--- src/rtl/pifo_pkg.sv ---
// Shared PIFO helpers: index-width function and flat-vector slice macros
// used by the register array and the max-selection stages.

`ifndef PIFO_PKG_MACROS
`define PIFO_PKG_MACROS
// Field i of a flat vector made of equal-width fields (field 0 at the LSBs).
`define PIFO_SLICE(vec, i, w) vec[((i) + 1) * (w) - 1 -: (w)]
`endif

package pifo_pkg;

  // Smallest n such that 2**n >= value (returns 1 for value <= 2).
  function automatic int unsigned clog2(input int unsigned value);
    int unsigned n;
    n = 1;
    while ((32'd1 << n) < value) begin
      n = n + 1;
    end
    return n;
  endfunction

endpackage

--- src/rtl/prio_enc.sv ---
// Lowest-zero finder: returns the index of the lowest clear bit of vld.

module prio_enc
  import pifo_pkg::*;
#(
  parameter int unsigned WIDTH = 4,
  parameter int unsigned IDX_W = clog2(WIDTH)
) (
  input  logic [WIDTH-1:0] vld,
  output logic [IDX_W-1:0] free_idx,
  output logic             found
);

  // Scan from the top down so the lowest free slot is the last one written.
  always_comb begin
    free_idx = '0;
    found    = 1'b0;
    for (int unsigned i = WIDTH; i > 0; i--) begin
      if (!vld[i-1]) begin
        free_idx = IDX_W'(i - 1);
        found    = 1'b1;
      end
    end
  end

endmodule

--- src/rtl/pifo_reg_array.sv ---
// Register storage feeding the PIFO max-selection tree. Accepts entries on a
// valid/ready port, removes the tree-selected slot on dequeue and returns
// its rank/metadata one cycle later.

module pifo_reg_array
  import pifo_pkg::*;
#(
  parameter int unsigned REG_WIDTH  = 4,
  parameter int unsigned DATA_WIDTH = 8,
  parameter int unsigned META_WIDTH = 10,
  parameter int unsigned IDX_WIDTH  = 2
) (
  input  logic                             clk,
  input  logic                             rst,
  input  logic                             ins_vld,
  output logic                             ins_rdy,
  input  logic [DATA_WIDTH-1:0]            ins_data,
  input  logic [META_WIDTH-1:0]            ins_meta,
  input  logic                             deq_req,
  output logic                             deq_rdy,
  output logic                             deq_vld,
  output logic [DATA_WIDTH-1:0]            deq_data,
  output logic [META_WIDTH-1:0]            deq_meta,
  output logic [REG_WIDTH*DATA_WIDTH-1:0]  data_out,
  output logic [REG_WIDTH*META_WIDTH-1:0]  meta_out,
  output logic [REG_WIDTH*IDX_WIDTH-1:0]   idx_out,
  output logic [REG_WIDTH-1:0]             vld_out,
  input  logic [IDX_WIDTH-1:0]             sel_idx,
  input  logic                             sel_vld,
  output logic [IDX_WIDTH:0]               count
);

  logic [DATA_WIDTH-1:0] data_q [REG_WIDTH];
  logic [META_WIDTH-1:0] meta_q [REG_WIDTH];
  logic [REG_WIDTH-1:0]  vld_q;
  logic [IDX_WIDTH:0]    count_q;

  logic [IDX_WIDTH-1:0]  free_idx;
  logic                  free_found;
  logic                  full;
  logic                  ins_fire;
  logic                  deq_fire;

  // Free slot is chosen from pre-edge vld, so a slot freed this cycle is not reused.
  prio_enc #(
    .WIDTH (REG_WIDTH),
    .IDX_W (IDX_WIDTH)
  ) u_prio_enc (
    .vld      (vld_q),
    .free_idx (free_idx),
    .found    (free_found)
  );

  assign full     = (count_q == (IDX_WIDTH + 1)'(REG_WIDTH));
  assign ins_rdy  = !full;
  assign deq_rdy  = sel_vld && vld_q[sel_idx];
  assign ins_fire = ins_vld && ins_rdy && free_found;
  assign deq_fire = deq_req && deq_rdy;
  assign vld_out  = vld_q;
  assign count    = count_q;

  // Flatten slot registers straight onto the tree-facing buses.
  always_comb begin
    data_out = '0;
    meta_out = '0;
    idx_out  = '0;
    for (int unsigned i = 0; i < REG_WIDTH; i++) begin
      `PIFO_SLICE(data_out, i, DATA_WIDTH) = data_q[i];
      `PIFO_SLICE(meta_out, i, META_WIDTH) = meta_q[i];
      `PIFO_SLICE(idx_out, i, IDX_WIDTH)   = IDX_WIDTH'(i);
    end
  end

  // Slot storage, occupancy, occupancy count and registered dequeue output.
  always_ff @(posedge clk) begin
    if (rst) begin
      for (int unsigned i = 0; i < REG_WIDTH; i++) begin
        data_q[i] <= '0;
        meta_q[i] <= '0;
      end
      vld_q    <= '0;
      count_q  <= '0;
      deq_vld  <= 1'b0;
      deq_data <= '0;
      deq_meta <= '0;
    end else begin
      // Insert and dequeue never target the same slot: one is free, the other occupied.
      if (ins_fire) begin
        data_q[free_idx] <= ins_data;
        meta_q[free_idx] <= ins_meta;
        vld_q[free_idx]  <= 1'b1;
      end
      if (deq_fire) begin
        vld_q[sel_idx] <= 1'b0;
        deq_data       <= data_q[sel_idx];
        deq_meta       <= meta_q[sel_idx];
      end
      deq_vld <= deq_fire;
      case ({ins_fire, deq_fire})
        2'b10:   count_q <= count_q + 1'b1;
        2'b01:   count_q <= count_q - 1'b1;
        default: count_q <= count_q;
      endcase
    end
  end

endmodule

--- config.mk ---
export PLATFORM = sky130hd
export DESIGN_NAME = pifo_reg_array
export DESIGN_NICKNAME = d
export VERILOG_FILES = /design/src/rtl/pifo_pkg.sv /design/src/rtl/prio_enc.sv /design/src/rtl/pifo_reg_array.sv
export SDC_FILE = /design/constraint.sdc
export NUM_CORES = 1
export LEC_CHECK = 0
export CAP_MARGIN = 5
export CELL_PAD_IN_SITES_DETAIL_PLACEMENT = 2
export CELL_PAD_IN_SITES_GLOBAL_PLACEMENT = 2
export CORE_UTILIZATION = 30
export DETAILED_ROUTE_END_ITERATION = 16
export PLACE_DENSITY_LB_ADDON = 0.1
export SLEW_MARGIN = 10
export SYNTH_ARGS = -nofsm -noshare
export SYNTH_HDL_FRONTEND = slang
export SYNTH_HIERARCHICAL = 1
export SYNTH_SLANG_ARGS = --single-unit
--- constraint.sdc ---
create_clock -name clk -period 4.1 [get_ports clk]
set_clock_uncertainty 0.2 [all_clocks]
set_input_delay 1.23 -clock clk [delete_from_list [all_inputs] [get_ports clk]]
set_output_delay 1.23 -clock clk [all_outputs]
set_load 0.01 [all_outputs]
==> run summary, run 1 <==
## Power
* 0.000222 V — maximum ir drop on the vdd rail
* 380 nW/um^2 — ratio of total power to cell area
* 2.23 nW — leakage power figure

## Final layout
* 0.128 — share of post-route cells with drive strength above 1
* 476 — nets
* 1475 — number of fill cells in the layout
* 2680 um^2 — storage element area
* 38.9% — Layout area overhead
* clkdlybuf4s50_1 — leading cell type in the layout, fill and taps excluded
* 1640 um^2 — area of the multi-input gates
* 122 x clkdlybuf4s50_1, 74 x and2_1, 72 x edfxtp_1 — most used cells in the layout excluding fill and tap cells
* 6210 um^2 — finished layout cell area
* 0 — number of inserted diodes

## Timing
* no — setup repair after global routing missed its margin
* 3.91 ns — post-route minimum period
* 0 ns — setup total negative slack
* 0.579 — remaining max-slew budget at the tightest pin
* 256 MHz — fmax
* 0 — final setup violating endpoints
* 0.631 ns — pin slew with the least headroom to its limit
* 0 — number of max-slew violations in the final report
* 0 — final hold violation count
* 0.954 — fraction of the cycle the final worst path needs

## Clock network
* 2 — maximum root-to-sink buffer count
* 0 — number of post-CTS setup repair buffers
* 9 — number of buffers created by CTS
* clkbuf_16 — clock tree root driver cell
* 1 — total of cells resized after clock tree synthesis
* 98 — Clock Sinks
* built — CTS tree
* 3 — maximum level of the CTS H-tree
* 0.07 ns — clock transition at the registers of the reported paths
* 0 — number of buffers inserted by hold repair at cts
* 0.35 ns — worst-skew pair later-pin latency

## GRT
* 0.193 — combined global-route utilization of all metal layers
* 0 — antenna violations before repair
* 20800 um — global-route wire length before repair
* 0 — grt total ovfl
* 39 — pin count of the biggest net entering global routing
* 3433 — number of global-route vias before repair

## Setup path
* 1.41 ns — setup slack, reg-to-reg
* 2 — count of buffering cells on the critical path with inverters included
* vld_out[2] — startpoint of the lowest-slack register-to-register path
* 2.48 ns — Arr. time, crit path
* 0.49 ns — max incr delay on CP
* count[2] — r2r endpoint
* input port — startpoint types
* 2.67 ns — required time of the critical path
* 2 — critical path peak fanout
* output pin — critical path capture point type
* clkdlybuf4s50_1 > mux4_2 > and2_1 > dlygate4sd2_1 — worst path cell trace
* clkdlybuf4s50_1 — cell with the largest stage delay on the worst path
* in2out — worst setup path class
* 8 — length in cells of the worst reg-to-reg path
* buffers and inverters — Top Family by Delay on Critical Path

## Logic synthesis
* 0.484 — top cell type's share of synthesized area
* 320 — number of cells produced by synthesis
* 98 — number of synthesized register bits
* 6 — count of yosys warnings during synthesis
* edfxtp_1 — leading register cell type out of synthesis
* 0 — ys async rst share
* 14.0 um^2 — mean instance size in the synthesized netlist
* 0.600 — fraction of the yosys area taken by sequential cells
* edfxtp_1 48%, dfxtp_1 12%, and2_1 10% — leading cell types by total area after synthesis
* 4470 um^2 — post-synthesis instance area
* edfxtp_1 — post-synthesis cell type with the largest combined area
* 40 — number of distinct library cell variants in the gate-level netlist after synthesis
* 72 — Post-synth EDFFs

## Place
* 0.735 — Routability Congestion
* 9220 um — placed wire-length estimate after detailed placement
* 124 — number of buffers inserted by port buffering
* 5920 um^2 — cell area after placement

## Die
* 133 — number of primary I/O pins
* 124 um — Vert. Die Dim
* 14500 um^2 — area inside the core boundary
* 124 um — die extent in x
* 44 — number of rows created at floorplan
* 15400 um^2 — die area
* 0.308 — Starting Density

## Routing
* 0 — drt drc
* 0 — Final ANT Viol Nets
* 4 — total iterations of the first detailed-routing run
* 4.83 — detail-routed via count per cell
* 21.7 um — average detailed-routed wire length per instance
* 105 — 1st-iter DRT viols
* 3080 — via count
* 13800 um — wirelength, routed

## Min path
* reg2reg — min-delay worst type
* count[2] — hold worst-path end
* 2 — Hold Path Stages
* count[2] — startpoint of the tightest hold check path

## Flow run
* 0 — max-capacitance violation count

## Status
* complete, no violations — result of the run

## cells in the mapped netlist (all sizes together) (2+ instances only)
cell,count
and2,75
edfxtp,72
dfxtp,26
a21oi,20
buf,20
mux4,19
nand3,19
a21bo,18
clkbuf,7
inv,5
nor2,4
nand2,3
nor3,3
o21ai,3
a21o,2
a311oi,2
a41oi,2
conb,2
nand2b,2
nor4b,2
o221a,2
## layer usage
layer	track usage	vias up	wire, um
met5	0	-	0
met4	0.0603	0	178
met3	0.0444	11	671
met2	0.318	89	6830
met1	0.251	1562	6140
li1	-	1418	-
## registers in the layout, indices dropped and copies added (netlist names)
register and count:
meta_q 40, deq_vld 1, deq_meta 10, vld_out 4
deq_data 8, count 3, data_q 32
## cells by family after synthesis
group / count (synthesis) / synth area share
AO/OA/AOI/OAI: 50 / 0.0840
AND/OR/NAND/NOR: 114 / 0.165
other: 2 / 0.00168
adder cells (fa/ha/maj): 2 / 0.00728
multiplexers: 20 / 0.0980
buffers and inverters: 32 / 0.0398
flip-flops: 98 / 0.600
XOR/XNOR: 2 / 0.00392
## cell type report
class                           count  area share
Clock buffer                       12      0.0381
Tap cell                          184      0.0371
Multi-Input combinational cell    196       0.264
Inverter                            5     0.00302
Clock inverter                      4     0.00847
Sequential cell                    98       0.432
Timing Repair Buffer              139       0.217
## where the power goes
group          internal [mW]  switching (mW)
combinational          0.176           0.168
clock                  0.474           0.375
sequential              1.12          0.0411
## worst register-to-register path: cells and delay by family, from the launching register on
family	cells	cell delay, ns
xor gates and xnor gates	1	0.14
adders and majority gates	2	0.61
muxes	1	0.51
buffers and inverters	1	0.15
AOI/OAI and AO/OA	1	0.15
DFF	1	0.39
and+or+nand+nor	2	0.47
## worst max path at each step
stage / cells past startpoint / from / slack (ns) / endpoint
finish: 4 / sel_idx[1] / 0.19 / deq_rdy
global route: 4 / sel_idx[1] / 0.13 / deq_rdy
floorplan: 4 / sel_idx[0] / 0.41 / deq_rdy
CTS: 4 / sel_idx[1] / 0.18 / deq_rdy
global placement: 4 / sel_idx[1] / 0.003 / deq_rdy
detailed placement: 4 / sel_idx[1] / -0.01 / deq_rdy
## metrics by stage
| stage | setup slack, ns | power (mW) | std cells | hold slack, ns | util |
|---|---|---|---|---|---|
| 6_report | 0.190 | 2.36 | 638 | 0.325 | 0.427 |
| 5_1_grt | 0.126 | 2.44 | 638 | 0.367 | 0.427 |
| 4_1_cts | 0.180 | 2.39 | 638 | 0.339 | 0.427 |
| 3_5_place_dp | -0.00986 | 1.54 | 622 | 0.320 | 0.407 |
| 3_3_place_gp | 0.00253 | 1.53 | 622 | 0.310 | 0.407 |
| 2_1_floorplan | 0.413 | 1.33 | 326 | 0.315 | - |
No activity file was read; power rests on OpenSTA's default activity.
==> inputs of run 2 (changes only) <==
ABC_CLOCK_PERIOD_IN_PS = 4100   (was not set)
TNS_END_PERCENT = 50   (was not set)
==> results of run 2 <==
Same layout as run 1: the final DEF is identical, and so are final timing and power.
